==> src/rtl/seq_det_pkg.sv <==
// Shared constants and types for the parameterised serial sequence detector.
// Holds the length-field width helper, reset defaults and the overlap-mode enum.
package seq_det_pkg;

    localparam logic [31:0] DEF_RST_PATTERN = 32'h0000_000A;
    localparam int unsigned DEF_RST_LEN     = 4;

    typedef enum logic {
        MODE_NOOVL = 1'b0,
        MODE_OVL   = 1'b1
    } ovl_mode_e;

    // Width needed to hold a length value in the range 0..max_len inclusive.
    function automatic int unsigned len_width(input int unsigned max_len);
        return $clog2(max_len + 1);
    endfunction

endpackage

==> src/rtl/seq_match_counter.sv <==
// Saturating match counter with a sticky saturation flag.
// A clear takes priority over a same-cycle increment.
module seq_match_counter #(
    parameter int unsigned CNT_W = 16
) (
    input  logic             clk,
    input  logic             reset,
    input  logic             inc,
    input  logic             clr,
    output logic [CNT_W-1:0] count,
    output logic             sat
);

    localparam logic [CNT_W-1:0] ALL_ONES = '1;
    localparam logic [CNT_W-1:0] ONE      = CNT_W'(1);

    // NOTE: sequential state is always updated with non-blocking assignments so
    // every register samples the pre-edge value of its neighbours.
    always_ff @(posedge clk or posedge reset) begin
        if (reset) begin
            count <= '0;
            sat   <= 1'b0;
        end else if (clr) begin
            count <= '0;
            sat   <= 1'b0;
        end else if (inc && (count != ALL_ONES)) begin
            count <= count + ONE;
            if (count == (ALL_ONES - ONE)) begin
                sat <= 1'b1;
            end
        end
    end

endmodule

==> src/rtl/seq_detector_param.sv <==
// Runtime-configurable serial pattern detector: shifts qualified bits into a
// history register and compares the newest len bits against the stored pattern.
module seq_detector_param
    import seq_det_pkg::*;
#(
    parameter int unsigned        MAX_LEN     = 8,
    parameter int unsigned        CNT_W       = 16,
    parameter logic [MAX_LEN-1:0] RST_PATTERN = DEF_RST_PATTERN[MAX_LEN-1:0],
    parameter int unsigned        RST_LEN     = DEF_RST_LEN,
    localparam int unsigned       LEN_W       = len_width(MAX_LEN)
) (
    input  logic               clk,
    input  logic               reset,
    input  logic               enable,
    input  logic               in_valid,
    input  logic               in_bit,
    input  logic               cfg_we,
    input  logic [MAX_LEN-1:0] cfg_pattern,
    input  logic [LEN_W-1:0]   cfg_len,
    input  logic               cfg_overlap,
    input  logic               clr_count,
    output logic               detect,
    output logic [CNT_W-1:0]   match_count,
    output logic               count_sat
);

    localparam logic [LEN_W-1:0] MAX_LEN_L = LEN_W'(MAX_LEN);
    localparam logic [LEN_W-1:0] RST_LEN_L = LEN_W'(RST_LEN);
    localparam logic [LEN_W:0]   ONE_EXT   = (LEN_W + 1)'(1);

    logic [MAX_LEN-1:0] hist;
    logic [MAX_LEN-1:0] pattern;
    logic [MAX_LEN-1:0] hist_next;
    logic [MAX_LEN-1:0] len_mask;
    logic [LEN_W-1:0]   len;
    logic [LEN_W-1:0]   fill;
    logic [LEN_W-1:0]   fill_next;
    logic [LEN_W-1:0]   cfg_len_clamped;
    ovl_mode_e          overlap;
    logic               sample;
    logic               fill_ok;
    logic               match;

    assign sample          = enable & in_valid & ~cfg_we;
    assign hist_next       = {hist[MAX_LEN-2:0], in_bit};
    assign fill_next       = (fill == MAX_LEN_L) ? fill : fill + LEN_W'(1);
    assign fill_ok         = ({1'b0, fill} + ONE_EXT) >= {1'b0, len};
    assign cfg_len_clamped = (cfg_len > MAX_LEN_L) ? MAX_LEN_L : cfg_len;

    // NOTE: every signal driven from always_comb gets a default first, so no
    // path through the block can leave it unassigned and infer a latch.
    always_comb begin
        len_mask = '0;
        for (int i = 0; i < int'(MAX_LEN); i++) begin
            len_mask[i] = (LEN_W'(i) < len);
        end
    end

    // Only the newest len bits take part in the compare; the rest are masked off.
    assign match = sample && (len != '0) && fill_ok &&
                   ((hist_next & len_mask) == (pattern & len_mask));

    always_ff @(posedge clk or posedge reset) begin
        if (reset) begin
            hist    <= '0;
            fill    <= '0;
            pattern <= RST_PATTERN;
            len     <= RST_LEN_L;
            overlap <= MODE_OVL;
            detect  <= 1'b0;
        end else if (cfg_we) begin
            pattern <= cfg_pattern;
            len     <= cfg_len_clamped;
            overlap <= ovl_mode_e'(cfg_overlap);
            hist    <= '0;
            fill    <= '0;
            detect  <= 1'b0;
        end else begin
            detect <= match;
            if (sample) begin
                hist <= hist_next;
                // Non-overlapping mode forces the next match to gather len fresh bits.
                fill <= (match && (overlap == MODE_NOOVL)) ? '0 : fill_next;
            end
        end
    end

    seq_match_counter #(
        .CNT_W(CNT_W)
    ) u_counter (
        .clk  (clk),
        .reset(reset),
        .inc  (match),
        .clr  (clr_count),
        .count(match_count),
        .sat  (count_sat)
    );

endmodule

==> config.mk <==
export PLATFORM = sky130hd
export DESIGN_NAME = seq_detector_param
export DESIGN_NICKNAME = d
export VERILOG_FILES = /design/src/rtl/seq_det_pkg.sv /design/src/rtl/seq_match_counter.sv /design/src/rtl/seq_detector_param.sv
export SDC_FILE = /design/constraint.sdc
export NUM_CORES = 1
export LEC_CHECK = 0
export ABC_AREA = 1
export BUFFER_PORTS_ARGS = -buffer_cell sky130_fd_sc_hd__buf_2
export CAP_MARGIN = 20
export CORE_MARGIN = 5
export CORE_UTILIZATION = 55
export DETAILED_ROUTE_END_ITERATION = 10
export PLACE_DENSITY = 0.76
export SYNTH_ARGS = -nofsm -noshare
export SYNTH_HDL_FRONTEND = slang
export SYNTH_HIERARCHICAL = 1
export SYNTH_SLANG_ARGS = --single-unit
==> constraint.sdc <==
create_clock -name clk -period 6 [get_ports clk]
set_input_delay 0 -clock clk [delete_from_list [all_inputs] [get_ports clk]]
set_output_delay 0 -clock clk [all_outputs]
set_load 0.01 [all_outputs]
==> results.cfg <==
[run_status]
outcome = finished, final reports clean

[clocking]
ctsResizeCount = 0
cts_sinks = 42
cts-buffers-inserted = 5
clkTransAtPathRegs_ns = 0.08
cts_tree = done
clockBufferDepth = 2
postCtsHoldBufs = 16
insertion_delay_ns = 0.29
cts_max_level = 2
cts_setup_buffers = 0
cts-root-buf = clkbuf_8

[global_routing]
grt_pass1_wl_mm = 9.60
grt_max_degree = 26
grt_use_total_pct = 19.6
grt_pass1_vias = 2144
grt_antenna_before_repair = 0
overflow = 0

[logic_synthesis]
synth_fp_nets = 368
syn_inst = 340
synthesis.area_um2 = 2550
synth_area_per_cell_um2 = 7.51
yosys_warnings = 6
synth-seq-cells = 42
yosys.cell_types.count = 30
synth-seq-area-share_pct = 41.3

[cells_and_area]
area_delta_synth_final_pct = 20.2
drive_gt1_share_pct = 20.2
nNetsFinal = 424
diodes = 0
fin_util_pct = 69.1

[routing]
wl_per_cell_um = 12.5
drtIter0Drc = 153
wl_mm = 5.59
first_pass_iters = 4
viasPerCell = 5.16
vias = 2316
detail-route-antenna-nets = 0
route.detailed.drc = 0

[timing]
fin_skew_ns = 0.0102
setup_tns_ns = 0
slew_headroom_pct = 56.6
rsz0062_at_grt = no
fin_ws_ns = 3.30
report.final.slew_viol_count = 0
fin_crit_sh_pct = 45.0
finalSetupViolations = 0
hold_viol = 0
min_period_ns = 2.70
tightestPinTransition_ns = 0.650
fmax_mhz = 371

[placement]
numPortBuffers = 37
dp_slack_ns = 3.31
gp_congestion = 0.872
hpwl_mm = 4.13

[critical_path]
cpMostUsedCell = nand2_1
endpoint_kind = flip-flop
slowest_delay_ns = 0.44
crit_family = simple AND/OR/NAND/NOR gates
reg2regPathDepth = 13
slowest_stage = dfrtp_1
arrival_ns = 2.88
crit_fanout = 17
worst-path-stages = 13
worst_setup_path_start_kind = flip-flop
path_cells = ha_1 > xor2_1 > ha_1 > nand2_1 > nand3b_1 > nand3b_1 > nand2_2 > nor3_1 > inv_1 > nor2_4 > nor2_4 > nand2_1 > nand2_1
path_class = flip-flop to flip-flop
cp_num_buf_inv = 1
required_ns = 6.18
r2r_slack_ns = 3.30

[die]
die_w_um = 78.2
rows = 24
core_area_um2 = 4440
io_pins = 38
die_h_um = 78.2
initial_core_util_pct = 57.5
dieArea_um2 = 6110

[flow_run]
cap_violations = 0

[pwr]
peakVddDrop_v = 0.000153
power_density_nw_per_um2 = 198
leakagePower_nw = 1.57

[hold_path]
hold_class = input port to flip-flop
min_path_cells = 4
-- stage by stage --
| step | hold slack [ns] | power [W] | cell area, µm² | cells |
|---|---|---|---|---|
| after detailed placement | 0.142 | 0.000385 | 2780 | 424 |
| after CTS | 0.0146 | 0.000615 | 3040 | 448 |
| final | 0.0260 | 0.000608 | 3070 | 449 |
| after global routing | 0.0260 | 0.000643 | 3070 | 449 |
| after floorplan | -0.0739 | 0.000364 | 2550 | 340 |
| after global placement | 0.137 | 0.000383 | 2780 | 424 |
-- registers in the layout, indices dropped and copies added (netlist names) --
signal and count:
hist 7, u_counter/sat 1, pattern 8, detect 1, fill 4, u_counter/count 16
overlap 1, len 4
-- cell usage in the layout, fill, tap and decap left out, drive strengths merged --
master / n
o21ai: 11
nand3: 17
dfrtp: 38
nor2: 35
clkinv: 5
bufinv: 1
nor3: 3
dlygate4sd3: 16
o22ai: 7
buf: 38
dfstp: 4
nand4: 17
inv: 46
nand3b: 4
nand2: 125
clkbuf: 7
a22o: 1
a21oi: 2
ha: 8
xor2: 9
o21bai: 3
-- area by class of cell --
| cell class | count | area (µm²) |
|---|---|---|
| well taps | 52 | 65.1 |
| inverters | 51 | 194 |
| multi-input cells | 242 | 1280 |
| fillers | 382 | 1370 |
| repair buffers | 54 | 373 |
| clock inverters | 1 | 30.0 |
| flip-flops and latches | 42 | 1060 |
| clock buffers | 7 | 76.3 |
-- worst paths after layout --
check | startpoint | end
max | fill[0] | u_counter/count[12]
min | cfg_len[3] | len[1]
max reg2reg | fill[0] | u_counter/count[12]
min reg2reg | pattern[1] | pattern[1]
max in group asynchronous | reset | u_counter/count[8]
min in group asynchronous | reset | hist[3]
-- worst min-delay path: stages --
cell and delay (ns):
buf_2 0.08, nor2_1 0.07, nand2_1 0.06, o21ai_0 0.07
-- synth_stat cells --
cell | count | area share [%]
nand3_2 | 3 | 1.2
buf_1 | 1 | 0.15
nand2_2 | 8 | 2.0
clkinv_1 | 3 | 0.44
o21ai_1 | 1 | 0.20
inv_1 | 39 | 5.7
dfstp_2 | 4 | 4.1
clkinv_2 | 2 | 0.39
dfrtp_1 | 38 | 37
inv_2 | 7 | 1.0
nor2_2 | 3 | 0.73
nor2_4 | 6 | 2.6
o21bai_1 | 3 | 0.88
nand3b_1 | 4 | 1.2
nand3_1 | 12 | 2.4
nor2_1 | 26 | 3.8
nand4_1 | 17 | 4.2
a21oi_1 | 2 | 0.39
ha_1 | 8 | 3.9
nand2_4 | 1 | 0.44
clkbuf_1 | 1 | 0.15
nand3_4 | 2 | 1.4
buf_2 | 2 | 0.39
nand2_1 | 116 | 17
xor2_1 | 9 | 3.1
o21ai_0 | 10 | 2.0
nor3_1 | 3 | 0.59
a22o_1 | 1 | 0.34
buf_6 | 1 | 0.44
o22ai_1 | 7 | 1.7
-- where the power goes --
part | switching [W] | internal, W
clock network | 0.0000939 | 0.000125
logic | 0.0000514 | 0.0000347
registers | 0.00000880 | 0.000294
-- logic make-up after synthesis --
kind of cell	share of synthesized area [%]
buffers and inverters	8.72
and+or+nand+nor	37.5
xor gates and xnor gates	3.09
AOI/OAI and AO/OA	5.48
adders and majority gates	3.92
DFF	41.3
-- routing by layer --
layer | wire length, µm | up-vias | track usage, % | part of all wire (%)
li1 | - | 1182 | - | -
met1 | 2470 | 1077 | 24.7 | 44
met2 | 2790 | 50 | 33.6 | 50
met3 | 254 | 7 | 3.55 | 4.5
met4 | 82 | 0 | 6.99 | 1.5
met5 | 0 | - | 0 | 0
(Power assumes the default switching activity.)
